**src/rtl/uart_pkg.sv**
```systemverilog
// uart_pkg: shared UART types, constants and baud divisor helper.
// UART_RX_PARITY_EN adds the PARITY receiver state.
package uart_pkg;
   localparam int DATA_BITS = 8;
`ifdef UART_RX_PARITY_EN
   typedef enum logic [2:0] {IDLE, START, DATA, PARITY, STOP, WAIT_IDLE} rx_state_t;
`else
   typedef enum logic [2:0] {IDLE, START, DATA, STOP, WAIT_IDLE} rx_state_t;
`endif
   function automatic int calc_div(input int clk_freq, input int baud, input int oversample);
      int d;
      d = clk_freq / (baud * oversample);
      return (d < 1) ? 1 : d;
   endfunction
endpackage

```
**src/rtl/uart_baud_tick.sv**
```systemverilog
// uart_baud_tick: oversampling tick generator with synchronous clear for frame alignment.
module uart_baud_tick import uart_pkg::*; #(
   parameter int CLK_FREQ   = 50_000_000,
   parameter int BAUD       = 115200,
   parameter int OVERSAMPLE = 16
) (
   input  logic clk,
   input  logic rst_n,
   input  logic clr,
   output logic tick
);
   localparam int DIV = calc_div(CLK_FREQ, BAUD, OVERSAMPLE);
   localparam int CW  = (DIV > 1) ? $clog2(DIV) : 1;
   logic [CW-1:0] cnt;
   always_ff @(posedge clk) begin
      if (!rst_n || clr) cnt <= '0;
      else cnt <= tick ? '0 : cnt + CW'(1);
   end
   assign tick = (cnt == CW'(DIV - 1));
endmodule

```
**src/rtl/uart_rx_frame.sv**
```systemverilog
// uart_rx_frame: oversampling 8-bit UART receiver, LSB first, 1 stop bit.
// Define UART_RX_PARITY_EN for an even-parity bit and the parity_err output.
module uart_rx_frame import uart_pkg::*; #(
   parameter int CLK_FREQ   = 50_000_000,
   parameter int BAUD       = 115200,
   parameter int OVERSAMPLE = 16
) (
   input  logic                 clk,
   input  logic                 rst_n,
   input  logic                 rx,
   output logic [DATA_BITS-1:0] rx_data,
   output logic                 rx_valid,
   output logic                 frame_err,
`ifdef UART_RX_PARITY_EN
   output logic                 parity_err,
`endif
   output logic                 busy
);
   localparam int PW = $clog2(OVERSAMPLE);
   localparam int BW = $clog2(DATA_BITS);
   rx_state_t state, state_n;
   logic rx_m, rx_s, tick, clr, last, sample, par_bad;
   logic [PW-1:0] phase;
   logic [BW-1:0] bit_cnt;
   logic [DATA_BITS-1:0] shift;
`ifdef UART_RX_PARITY_EN
   logic par_bit;
   assign par_bad = ^{shift, par_bit};
`else
   assign par_bad = 1'b0;
`endif
   uart_baud_tick #(.CLK_FREQ(CLK_FREQ), .BAUD(BAUD), .OVERSAMPLE(OVERSAMPLE)) u_tick (
      .clk(clk), .rst_n(rst_n), .clr(clr), .tick(tick)
   );
   assign clr    = (state == IDLE) && !rx_s;
   // START samples half a bit in; every later sample is one full bit after the previous one
   assign last   = (state == START) ? (phase == PW'(OVERSAMPLE/2 - 1)) : (phase == PW'(OVERSAMPLE - 1));
   assign sample = tick && last;
   assign busy   = (state != IDLE);
   always_comb begin
      state_n = state;
      unique case (state)
         IDLE:      if (!rx_s) state_n = START;
         START:     if (sample) state_n = rx_s ? IDLE : DATA;
`ifdef UART_RX_PARITY_EN
         DATA:      if (sample && bit_cnt == BW'(DATA_BITS - 1)) state_n = PARITY;
         PARITY:    if (sample) state_n = STOP;
`else
         DATA:      if (sample && bit_cnt == BW'(DATA_BITS - 1)) state_n = STOP;
`endif
         STOP:      if (sample) state_n = rx_s ? IDLE : WAIT_IDLE;
         WAIT_IDLE: if (rx_s) state_n = IDLE;
         default:   state_n = IDLE;
      endcase
   end
   always_ff @(posedge clk) begin
      if (!rst_n) begin
         rx_m      <= 1'b1;
         rx_s      <= 1'b1;
         state     <= IDLE;
         phase     <= '0;
         bit_cnt   <= '0;
         shift     <= '0;
         rx_data   <= '0;
         rx_valid  <= 1'b0;
         frame_err <= 1'b0;
`ifdef UART_RX_PARITY_EN
         par_bit    <= 1'b0;
         parity_err <= 1'b0;
`endif
      end else begin
         {rx_s, rx_m} <= {rx_m, rx};
         state        <= state_n;
         rx_valid     <= 1'b0;
         frame_err    <= 1'b0;
`ifdef UART_RX_PARITY_EN
         parity_err   <= 1'b0;
         if (state == PARITY && sample) par_bit <= rx_s;
`endif
         if (state == IDLE) begin
            phase   <= '0;
            bit_cnt <= '0;
         end else if (tick) begin
            phase <= last ? '0 : phase + PW'(1);
         end
         if (state == DATA && sample) begin
            shift   <= {rx_s, shift[DATA_BITS-1:1]};
            bit_cnt <= bit_cnt + BW'(1);
         end
         if (state == STOP && sample) begin
            frame_err <= !rx_s;
            rx_valid  <= rx_s && !par_bad;
`ifdef UART_RX_PARITY_EN
            parity_err <= par_bad;
`endif
            if (rx_s && !par_bad) rx_data <= shift;
         end
      end
   end
endmodule
```
**config.mk**
```make
export PLATFORM = sky130hd
export DESIGN_NAME = uart_rx_frame
export DESIGN_NICKNAME = d
export VERILOG_FILES = /design/src/rtl/uart_pkg.sv /design/src/rtl/uart_baud_tick.sv /design/src/rtl/uart_rx_frame.sv
export SDC_FILE = /design/constraint.sdc
export NUM_CORES = 1
export LEC_CHECK = 0
export CORE_MARGIN = 2
export CORE_UTILIZATION = 34
export DETAILED_ROUTE_END_ITERATION = 12
export GPL_ROUTABILITY_DRIVEN = 0
export PLACE_DENSITY = 0.58
export SLEW_MARGIN = 25
export SYNTH_ARGS = -nofsm -noshare
export SYNTH_HDL_FRONTEND = slang
export SYNTH_SLANG_ARGS = --single-unit
```
**constraint.sdc**
```tcl
create_clock -name clk -period 4.7 [get_ports clk]
set_input_delay 0.94 -clock clk [delete_from_list [all_inputs] [get_ports clk]]
set_output_delay 0.94 -clock clk [all_outputs]
set_load 0.05 [all_outputs]
```
# Word-level counts from Yosys, hierarchy flattened
# Cells that the tools add are included.
[word_totals] ff_bits=35
[op_classes] addsub=3 n_eq_ne=13 muxes=12 bitwise_logic=1 n_reduce_logical=16
[op_table] cell="$mux 3" count=8
[op_table] cell="$pmux 3 s5" count=1
[op_table] cell="$ne 2x2->1 const B" count=5
[op_table] cell="$eq 3x2->1 const B" count=2
[op_table] cell="$eq 3x3->1 const B" count=2
[op_table] cell="$add 5x1->5 const B" count=1
[op_table] cell="$eq 5x5->1 const B" count=1
[op_table] cell="$logic_and 1x1->1" count=5
[op_table] cell="$reduce_and 5->1" count=1
[op_table] cell="$add 4x1->4 const B" count=1
[op_table] cell="$eq 4x3->1 const B" count=1
[op_table] cell="$eq 4x4->1 const B" count=1
[op_table] cell="$mux 4" count=1
[op_table] cell="$reduce_and 2->1" count=2
[op_table] cell="$reduce_or 2->1" count=2
[op_table] cell="$add 3x1->3 const B" count=1
[op_table] cell="$eq 3x1->1 const B" count=1
[op_table] cell="$logic_not 3->1" count=1
[op_table] cell="$reduce_bool 3->1" count=1
[op_table] cell="$logic_not 1->1" count=2
[op_table] cell="$mux 2" count=1
[op_table] cell="$reduce_bool 2->1" count=1
[op_table] cell="$logic_or 1x1->1" count=1
[op_table] cell="$mux 1" count=1
[op_table] cell="$not 1->1" count=1

# Longest topological paths before layout
# Gate-level depths: netlist of the first run.
[depth] word_depth=6 depth_mapped=7 depth_no_buf=6

# Cells and area by module
# From an unflattened synthesis of the first run, not the netlist that was laid out.
[unflattened] cells_unflattened=146 hier_area_um2=1440.1
[modules_own_cells] module="uart_rx_frame" instances=1 cells_each=126 area_each_um2=1234.9 seq_area_each_um2=600.6
[modules_own_cells] module="uart_baud_tick" instances=1 cells_each=20 area_each_um2=205.2 seq_area_each_um2=100.1

# Least setup slack after synthesis of the first run
# OpenSTA, ideal clock, no wires.
[synth_timing] path_type="reg2out" startpoint="register state[2]" endpoint="output busy" t_arrival_ns=1.090 slack_ns=2.670 path_stages_with_launch=4 path_cell_list="dfxtp_1 buf_2 or3_1 clkbuf_1"
[synth_between] elab_chain_cells=1
[synth_rtl] item="start: declaration" line="uart_rx_frame.sv:21" source="rx_state_t state, state_n;"
[synth_rtl] item="start signal: assignment" line="uart_rx_frame.sv:73" source="state <= state_n;"
[synth_rtl] item="$reduce_bool 3->1" line="uart_rx_frame.sv:39" source="assign busy = (state != IDLE);"
[synth_rtl] item="end: declaration" line="uart_rx_frame.sv:17" source="output logic busy"
# Every way passes these cells.

# Worst setup path after layout of the first run
[layout_timing] startpoint="register state[0]" endpoint="output busy"
# Same word-level chain as after synthesis.

==> summary.txt, run 1 <==
Status
  • Status: finished clean

Setup path
  • Worst Path Required: between 3 and 4 ns
  • Max Fanout on Critical Path: 9
  • Critical path arrival: around 1.9 ns
  • Worst Setup Path Type: register to primary output
  • Critical Path Source Type: register
  • Crit. End Element: primary output

Synthesis
  • Gate Count Post-Synth: 150
  • Synth unique cells: 35
  • Syn Nets: between 150 and 200
  • Register area share after synthesis: a little under half
  • Syn_area_per_cell: between 10 and 15 um2
  • Synth area leader: dfxtp_1
  • Post-synth ARST share: 0%
  • Synth top area share: 45.57%
  • Mapped Area: roughly 0.0015 mm2
  • Synth top cells by count: dfxtp_1, mux2i_1, nor2b_1, nand2_1, nor2_1
  • Synth warn: 0
  • Post-synth EDFFs: 0
  • Top-count cell post-synth: dfxtp_1
  • Dominant register cell in the synthesized netlist: dfxtp_1
  • Top cells by area, synth: dfxtp_1, mux2i_1, nor2b_1
  • Yosys reg bits: 35

Die
  • # rows: 24
  • # IOs: 14
  • Die width: 71.25 um
  • Starting Density: a little over a third
  • Core box area: 0.004354 mm2
  • Chip height: 71.25 um
  • Die ar.: a little over 0.005 mm2

Timing
  • Slew HR: 38.42%
  • Least-Margin Pin Slew: 0.9168 ns
  • Hold Vio Cnt, Final: 0
  • Final Slew Violations: 0
  • Hold WS: slightly above 0.4 ns
  • Max Clk Rate: 350.1 MHz
  • Final worst path period need: 2.857 ns
  • Setup TNS: 0 ns
  • Setup violations, final: 0
  • Final worst slack: 1.843 ns
  • Clk_skew: about 0.0067 ns
  • Final period util: slightly above 60%
  • Unrepaired setup endpoints after global routing: false

Power and ir drop
  • Power share of the clock group: a little under half
  • VDD IR max: roughly 190 uV
  • Switching share of total power: 20.76%
  • Leakage: about 0.63 nW
  • Power density over the cells: ~340 mW/mm2
  • Sequential share of power: between 40 and 50%
  • Int Power: approximately 0.5 mW
  • Total power: 0.6128 mW
  • Net Sw Power: 0.1272 mW
  • Part of the power in combinational logic: between 4 and 5%

CTS
  • H-Tree Level Count: 2
  • CTS resizes: 0
  • Clock transition at path regs: 0.07 ns
  • Worst skew pair latency: slightly below 0.3 ns
  • CTS Buf Count: 5
  • CTS tree: built
  • Clock Sinks: 35
  • Cts hold-fix bufs: 0
  • Clock buffer depth: 2
  • CTS root buf: clkbuf_8
  • Setup Fix Bufs, Post-CTS: 0

GRT
  • First-pass GRT wire length: 4.678 mm
  • GRT Util Overall: between 10% and 20%
  • Number of global-route vias before repair: between 1000 and 1500
  • Initial antenna violation count: 0
  • Largest net degree at the start of global routing: 27
  • Global route overflow: 0

Route
  • Via/cell ratio: ~4.9
  • Routed WL: ~2.7 mm
  • Routed vias: 1058
  • Iter 0 DRT Violations: 34
  • Post-route ant nets: 0
  • Drc violations: 0
  • Mean routed wirelength per cell: 12.30 um
  • DRT Pass-1 Iters: 4

Placed design
  • Port Buffers: 13
  • HPWL Detailed: around 1.9 mm
  • Place WS: 1.864 ns

Layout
  • Fillcell total: between 400 and 500
  • Share of cells above drive strength 1: roughly 8.5%
  • Nets: about 170
  • Area Growth Syn to Fin: 17.66%
  • Antenna cells: 0

Hold path
  • Hold crit path type: register to register

Flow run
  • Max Cap Violations: 0
stage by stage:
| step | util [%] | instances | cell area [um2] |
|---|---|---|---|
| after floorplan | - | 150 | 1538 |
| final | 41.55 | 216 | 1809 |
| after global placement | 38.85 | 208 | 1692 |
| after detailed placement | 38.85 | 208 | 1692 |
| after global routing | 41.55 | 216 | 1809 |
| after CTS | 41.55 | 216 | 1809 |
power groups by stage:
stage	Sequential [mW]	Combinational (mW)	Clock (mW)
6_report	0.306	0.0298	0.277
5_1_grt	0.307	0.0324	0.303
4_1_cts	0.306	0.0301	0.287
3_5_place_dp	0.313	0.0299	0
3_3_place_gp	0.312	0.0293	0
2_1_floorplan	0.310	0.0265	0
per-layer routing:
layer | vias to the layer above | track usage, % | share of wire, %
met5 | - | 0 | 0
met4 | 0 | 5.660 | 2.6
met3 | 6 | 4.782 | 4.0
met2 | 17 | 19.03 | 45
met1 | 499 | 13.81 | 48
li1 | 536 | - | -
flip-flops by register name, indices dropped and copies added (netlist names):
name,count
rx_data,8
shift,8
u_tick.cnt,5
phase,4
bit_cnt,3
state,3
frame_err,1
rx_m,1
rx_s,1
rx_valid,1
final cells by class:
type	instances	area (um2)	share of cell area (%)
clock buffer	6	82.58	4.564
tap	52	65.06	3.596
multi-input combinational	105	780.7	43.15
sequential	35	700.7	38.73
clock inverter	2	35.03	1.936
timing repair buffer	14	137.6	7.607
inverter	2	7.507	0.4149
layout by cell type, fill, tap and decap left out, types with 3 or more instances in the layout:
cell type / instances
ha_1: 5
xnor2_1: 3
nor2b_1: 17
nand3b_1: 4
mux2i_1: 17
xor2_1: 4
nor2_1: 8
clkbuf_8: 6
dfxtp_1: 35
nand3_1: 5
nand2_1: 10
nor3_1: 4
clkdlybuf4s50_1: 13
nand2b_1: 4
critical path, stage by stage, from the launching register on:
cell	delay [ns]
dfxtp_1	0.42
or3_1	0.49
clkdlybuf4s50_1	0.73
cells by family after synthesis:
group,share of synthesized area [%]
mux,11.07
xor+xnor,3.987
simple gates,26.53
flops,45.57
fa+ha+maj,4.068
buf+inv,4.068
compound gates,4.720
worst paths after layout:
| kind | from | endpoint | slack, ns | cells past startpoint |
|---|---|---|---|---|
| max | state[0]$_SDFFE_PN0P_ | busy | 1.84 | 2 |
| min | rx_m$_SDFF_PN1_ | rx_s$_SDFF_PN1_ | 0.41 | 1 |
| max reg2reg | u_tick.cnt[0]$_SDFF_PP0_ | shift[5]$_SDFFE_PN0P_ | 2.60 | 6 |
| min reg2reg | rx_m$_SDFF_PN1_ | rx_s$_SDFF_PN1_ | 0.41 | 1 |
Power figures use the tool's default switching activity.
==> run 2: changes to the inputs <==
--- a/config.mk
+++ b/config.mk
@@ -9,7 +9,7 @@
 export CORE_UTILIZATION = 34
 export DETAILED_ROUTE_END_ITERATION = 12
 export GPL_ROUTABILITY_DRIVEN = 0
-export PLACE_DENSITY = 0.58
+export PLACE_DENSITY = 0.6
 export SLEW_MARGIN = 25
 export SYNTH_ARGS = -nofsm -noshare
 export SYNTH_HDL_FRONTEND = slang
==> constraint.sdc (replaced) <==
create_clock -name clk -period 2.6 [get_ports clk]
set_input_delay 0.52 -clock clk [delete_from_list [all_inputs] [get_ports clk]]
set_output_delay 0.52 -clock clk [all_outputs]
set_load 0.05 [all_outputs]
==> run 2 against run 1 <==
Non-clock buffer count grew 2. Die area unchanged. Register-to-register slack got worse by 1.7 ns. Power rose by 59%. Design area is 1.2% lower. Critical path depth is the same. Sequential share of layout area is 0.46 points higher. Worst setup slack worse by 1.7 ns. Combinational power rose by 84%. Utilization shrank 0.49 points. First-iteration DRC count increased by 85%. Routed wire length fell by 2.0%.
==> summary.txt, run 2 (same netlist as run 1, synthesis figures left out) <==
Status
  • Status: finished clean

Timing
  • Hold Vio Cnt, Final: 0 (unchanged)
  • Final period util: around 94%
  • Final worst path period need: roughly 2.4 ns
  • Unrepaired setup endpoints after global routing: false
  • Clk_skew: 0.005800 ns (-0.0008812 ns)
  • Final Slew Violations: 0 (unchanged)
  • Least-Margin Pin Slew: 0.5093 ns (-0.4075 ns)
  • Max Clk Rate: roughly 410 MHz
  • Setup violations, final: 0 (unchanged)
  • Slew HR: 65.94% (+28 points)
  • Setup TNS: 0 ns (unchanged)

Setup path
  • Crit. End Element: primary output
  • Worst Setup Path Type: register to primary output
  • Critical-path top delay cell: clkdlybuf4s50_1
  • Max Fanout on Critical Path: 9 (unchanged)
  • Critical Path Source Type: register
  • CP delay by family, top: buffers and inverters
  • Max incr delay on CP: 0.73 ns (about the same)
  • Worst Path Required: 2.08 ns (-1.68 ns)
  • Critical path arrival: 1.92 ns (about the same)
  • Critical path buffers and inverters: 1 (unchanged)
  • Crit-path cells: or3_1 -> clkdlybuf4s50_1

Layout
  • Final std cells w/o fill: 218 (+0.93%)
  • Most common cell after layout, fill and taps aside: dfxtp_1
  • Nets: 173 (+1.2%)
  • Fin util: 41.06% (-0.49 points)
  • Share of cells above drive strength 1: 8.434% (-0.10 points)
  • Regs by FF count: rx_data x8, shift x8, u_tick.cnt x5
  • Commonest non-fill, non-tap cells in the layout: dfxtp_1, mux2i_1, nor2b_1
  • Area Growth Syn to Fin: 16.27%
  • Antenna cells: 0 (unchanged)
  • Fillcell total: 411 (-1.2%)

Die
  • Chip height: 71.25 um (unchanged)
  • Die ar.: 0.005077 mm2 (unchanged)
  • Die width: 71.25 um (unchanged)
  • # IOs: 14 (unchanged)
  • # rows: 24 (unchanged)
  • Core box area: 0.004354 mm2 (unchanged)
  • Starting Density: 35.32% (unchanged)

GRT
  • GRT Util Overall: 11.23% (-0.63 points)
  • Largest net degree at the start of global routing: 26 (-3.7%)
  • Global route overflow: 0 (unchanged)
  • Number of global-route vias before repair: 1017 (-1.8%)
  • First-pass GRT wire length: 4.464 mm (-4.6%)
  • Initial antenna violation count: 0 (unchanged)

Route
  • Drc violations: 0 (unchanged)
  • Routed WL: 2.603 mm (-2.0%)
  • Iter 0 DRT Violations: 63 (+85%)
  • Routed vias: 1062 (+0.38%)
  • DRT Pass-1 Iters: 4 (unchanged)
  • Via/cell ratio: 4.872 (-0.54%)
  • Mean routed wirelength per cell: 11.94 um (-2.9%)
  • Post-route ant nets: 0 (unchanged)

CTS
  • CTS Buf Count: 5 (unchanged)
  • Clock buffer depth: 2 (unchanged)
  • CTS resizes: 0 (unchanged)
  • CTS root buf: clkbuf_8
  • Worst skew pair latency: 0.29 ns (about the same)
  • Clock Sinks: 35 (unchanged)
  • CTS tree: built
  • Setup Fix Bufs, Post-CTS: 0 (unchanged)
  • Cts hold-fix bufs: 0 (unchanged)
  • H-Tree Level Count: 2 (unchanged)
  • Clock transition at path regs: 0.07 ns (about the same)

Placed design
  • Dpl cells: 210 (+0.96%)
  • Port Buffers: 13 (unchanged)
  • HPWL Detailed: 1.856 mm (-0.40%)

Power and ir drop
  • Power density over the cells: 545.9 mW/mm2 (+61%)
  • VDD IR max: 399.1 uV (+110%)
  • Leakage: 0.6229 nW (-1.4%)

Hold path
  • Hold crit path type: register to register

Flow run
  • Max Cap Violations: 0 (unchanged)
[run 2: changes by cell type in the layout (fill, tap and decap cells not counted), sizes merged]
cell	change
buf	+2
bufinv	-1
clkbuf	+1
[run 2: cell type report]
type | instances | area (um2) | share of cell area, %
timing repair buffer | 16 | 152.6 | 8.537
tap | 52 | 65.06 | 3.639
inverter | 2 | 7.507 | 0.4199
sequential | 35 | 700.7 | 39.19
clock buffer | 7 | 76.32 | 4.269
multi-input combinational | 105 | 780.7 | 43.67
clock inverter | 1 | 5.005 | 0.2799
[run 2: report_power, final]
part	internal, mW	switching (mW)
registers	0.544	0.00958
logic	0.0252	0.0297
clock network	0.188	0.181
total	0.756	0.220
[run 2: metal layers]
layer	share of wire (%)	vias up	global-route usage [%]
met5	0	-	0
met4	3.2	0	7.547
met3	2.8	8	2.672
met2	47	16	17.49
met1	47	495	13.77
li1	-	543	-
[run 2: final timing paths]
kind                             from                       to  slack (ns)  depth (start not counted)
min                   rx_m$_SDFF_PN1_          rx_s$_SDFF_PN1_        0.41                          1
min reg2reg           rx_m$_SDFF_PN1_          rx_s$_SDFF_PN1_        0.41                          1
max             state[0]$_SDFFE_PN0P_                     busy        0.16                          2
max reg2reg  u_tick.cnt[0]$_SDFF_PP0_  bit_cnt[0]$_SDFFE_PN0P_        0.88                          7
[run 2: per-stage QoR]
stage	hold WS (ns)	cell area (um2)	worst slack, ns	total power [mW]
after floorplan	0.3863	1538	0.9319	0.6077
final	0.4063	1788	0.1590	0.9761
after detailed placement	0.3909	1707	0.4719	0.6205
after global placement	0.3910	1707	0.5053	0.6184
after global routing	0.4205	1788	0.08855	1.020
after CTS	0.4075	1788	0.1489	0.9941
==> run 3: changes to the inputs <==
--- a/config.mk
+++ b/config.mk
@@ -5,7 +5,7 @@
 export SDC_FILE = /design/constraint.sdc
 export NUM_CORES = 1
 export LEC_CHECK = 0
-export CORE_MARGIN = 2
+export CORE_MARGIN = 4
 export CORE_UTILIZATION = 34
 export DETAILED_ROUTE_END_ITERATION = 12
 export GPL_ROUTABILITY_DRIVEN = 0
==> run 3 against run 2 <==
Count of clock-buffer cells in the layout down 1. Hold slack better by 0.00091 ns. Final cell count up 0.46%. Combinational power down 2%. First-iteration DRC count down 32%. Clock power up 2%. Critical path type unchanged.
==> summary.txt, run 3 (same netlist as run 1, synthesis figures left out) <==
Timing
  • Setup violations, final: 0 (unchanged)
  • Final Slew Violations: 0 (unchanged)
  • Final period util: 93.29% (-0.59 points)
  • Unrepaired setup endpoints after global routing: false
  • Clk_skew: 0.006386 ns (+0.0005860 ns)
  • Max Clk Rate: 412.3 MHz (+0.64%)
  • Least-Margin Pin Slew: 0.4987 ns (-0.01059 ns)
  • Slew HR: 66.65% (+0.71 points)
  • Hold Vio Cnt, Final: 0 (unchanged)
  • Setup TNS: 0 ns (unchanged)
  • Final worst path period need: 2.426 ns (-0.01545 ns)

Placed design
  • HPWL Detailed: 1.936 mm (+4.3%)
  • Dpl cells: 211 (+0.48%)
  • Port Buffers: 13 (unchanged)

Layout
  • Share of cells above drive strength 1: 9.581% (+1.1 points)
  • Regs by FF count: rx_data x8, shift x8, u_tick.cnt x5
  • Most common cell after layout, fill and taps aside: dfxtp_1
  • Nets: 174 (+0.58%)
  • Antenna cells: 0 (unchanged)
  • Final std cells w/o fill: 219 (+0.46%)
  • Area Growth Syn to Fin: 17.01%
  • Commonest non-fill, non-tap cells in the layout: dfxtp_1, mux2i_1, nor2b_1

Setup path
  • Crit-path cells: or3_1 -> clkdlybuf4s50_1
  • Reg2Reg Setup Slack: 0.85 ns (-0.03 ns)
  • Worst Path Required: 2.08 ns (about the same)
  • Max incr delay on CP: 0.73 ns (about the same)
  • Max Fanout on Critical Path: 9 (unchanged)
  • Critical-path top delay cell: clkdlybuf4s50_1
  • Critical path buffers and inverters: 1 (unchanged)
  • Crit. path cell count: 2 (unchanged)
  • Worst Setup Path Type: register to primary output
  • CP delay by family, top: buffers and inverters
  • Crit. End Element: primary output
  • Critical path arrival: 1.91 ns (about the same)
  • R2R depth: 7 (unchanged)
  • Critical Path Source Type: register

CTS
  • CTS root buf: clkbuf_8
  • Clock transition at path regs: 0.07 ns (about the same)
  • Clock Sinks: 35 (unchanged)
  • Worst skew pair latency: 0.29 ns (about the same)
  • Clock buffer depth: 2 (unchanged)
  • CTS tree: built
  • Cts hold-fix bufs: 0 (unchanged)
  • CTS resizes: 0 (unchanged)
  • H-Tree Level Count: 2 (unchanged)
  • Setup Fix Bufs, Post-CTS: 0 (unchanged)
  • CTS Buf Count: 5 (unchanged)

Route
  • Drc violations: 0 (unchanged)
  • Routed WL: 2.688 mm (+3.3%)
  • Via/cell ratio: 4.817 (-1.1%)
  • DRT Pass-1 Iters: 3 (-1)
  • Iter 0 DRT Violations: 43 (-32%)
  • Routed vias: 1055 (-0.66%)
  • Post-route ant nets: 0 (unchanged)
  • Mean routed wirelength per cell: 12.27 um (+2.8%)

Power and ir drop
  • Power density over the cells: 545.9 mW/mm2 (about the same)
  • Sequential share of power: 56.3% (-0.4 points)
  • Switching share of total power: 23.09% (+0.57 points)
  • Net Sw Power: 0.2268 mW (+3.2%)
  • Leakage: 0.6273 nW (+0.71%)
  • VDD IR max: 227.6 uV (-43%)
  • Int Power: 0.7554 mW (-0.12%)
  • Power share of the clock group: 38.2% (+0.5 points)
  • Total power: 0.9822 mW (+0.63%)
  • Part of the power in combinational logic: 5.5% (about the same)

GRT
  • Global route overflow: 0 (unchanged)
  • Largest net degree at the start of global routing: 26 (unchanged)
  • Number of global-route vias before repair: 1076 (+5.8%)
  • GRT Util Overall: 10.94% (-0.29 points)
  • First-pass GRT wire length: 4.678 mm (+4.8%)
  • Initial antenna violation count: 0 (unchanged)

Status
  • Status: finished clean

Flow run
  • Max Cap Violations: 0 (unchanged)

Die
  • # rows: 24 (unchanged)
  • Die ar.: 0.005663 mm2 (+12%)
  • Starting Density: 35.32% (unchanged)
  • Core box area: 0.004354 mm2 (unchanged)
  • Die width: 75.25 um (+5.6%)
  • Chip height: 75.25 um (+5.6%)
  • # IOs: 14 (unchanged)

Hold path
  • Cell count of the worst hold path: 1 (unchanged)
  • Hold crit path type: register to register
run 3: cell types whose count changed in the layout (fill, tap and decap cells not counted), sizes merged:
cell / previous run / this run
buf: 3 / 4
clkbuf: 7 / 6
clkinvlp: 0 / 1
run 3: final timing paths:
kind,from,end
worst max-delay path,state[0]$_SDFFE_PN0P_,busy
worst min-delay path,rx_m$_SDFF_PN1_,rx_s$_SDFF_PN1_
worst max register to register,u_tick.cnt[0]$_SDFF_PP0_,rx_data[5]$_SDFFE_PN0P_
worst min register to register,rx_m$_SDFF_PN1_,rx_s$_SDFF_PN1_
run 3: power by group through the flow:
stage | combinational, mW | sequential [mW] | clock, mW
floorplan | 0.0479 | 0.560 | 0
global placement | 0.0538 | 0.564 | 0
detailed placement | 0.0547 | 0.565 | 0
CTS | 0.0550 | 0.553 | 0.394
global route | 0.0600 | 0.554 | 0.414
finish | 0.0540 | 0.553 | 0.375
run 3: through the flow:
stage | setup WS (ns) | instance area [um2] | hold slack (ns) | util [%]
finish | 0.1745 | 1799 | 0.4072 | 41.32
global route | 0.09046 | 1799 | 0.4191 | 41.32
CTS | 0.1626 | 1799 | 0.4112 | 41.32
detailed placement | 0.4914 | 1714 | 0.4010 | 39.37
global placement | 0.4998 | 1714 | 0.4039 | 39.37
floorplan | 0.9319 | 1538 | 0.3863 | -
run 3: area by class of cell:
| type | instances | area (um2) |
|---|---|---|
| Inverter | 2 | 7.507 |
| Timing Repair Buffer | 17 | 160.2 |
| Fill cell | 412 | 2555 |
| Sequential cell | 35 | 700.7 |
| Tap cell | 52 | 65.06 |
| Multi-Input combinational cell | 105 | 780.7 |
| Clock inverter | 2 | 12.51 |
| Clock buffer | 6 | 72.57 |
run 3: metal layers:
| layer | global-route usage [%] | part of all wire, % | wire length [um] |
|---|---|---|---|
| met1 | 12.43 | 46 | 1239 |
| met2 | 18.47 | 48 | 1292 |
| met3 | 2.403 | 2.5 | 68 |
| met4 | 6.990 | 3.2 | 87 |
| met5 | 0 | 0 | 0 |
run 3: worst register-to-register path: stages (launching register included):
cell	delay, ns
dfxtp_1	0.33
inv_1	0.06
ha_1	0.20
nand4b_4	0.20
nor4_2	0.36
buf_4	0.23
mux2i_1	0.20
nor2b_1	0.06
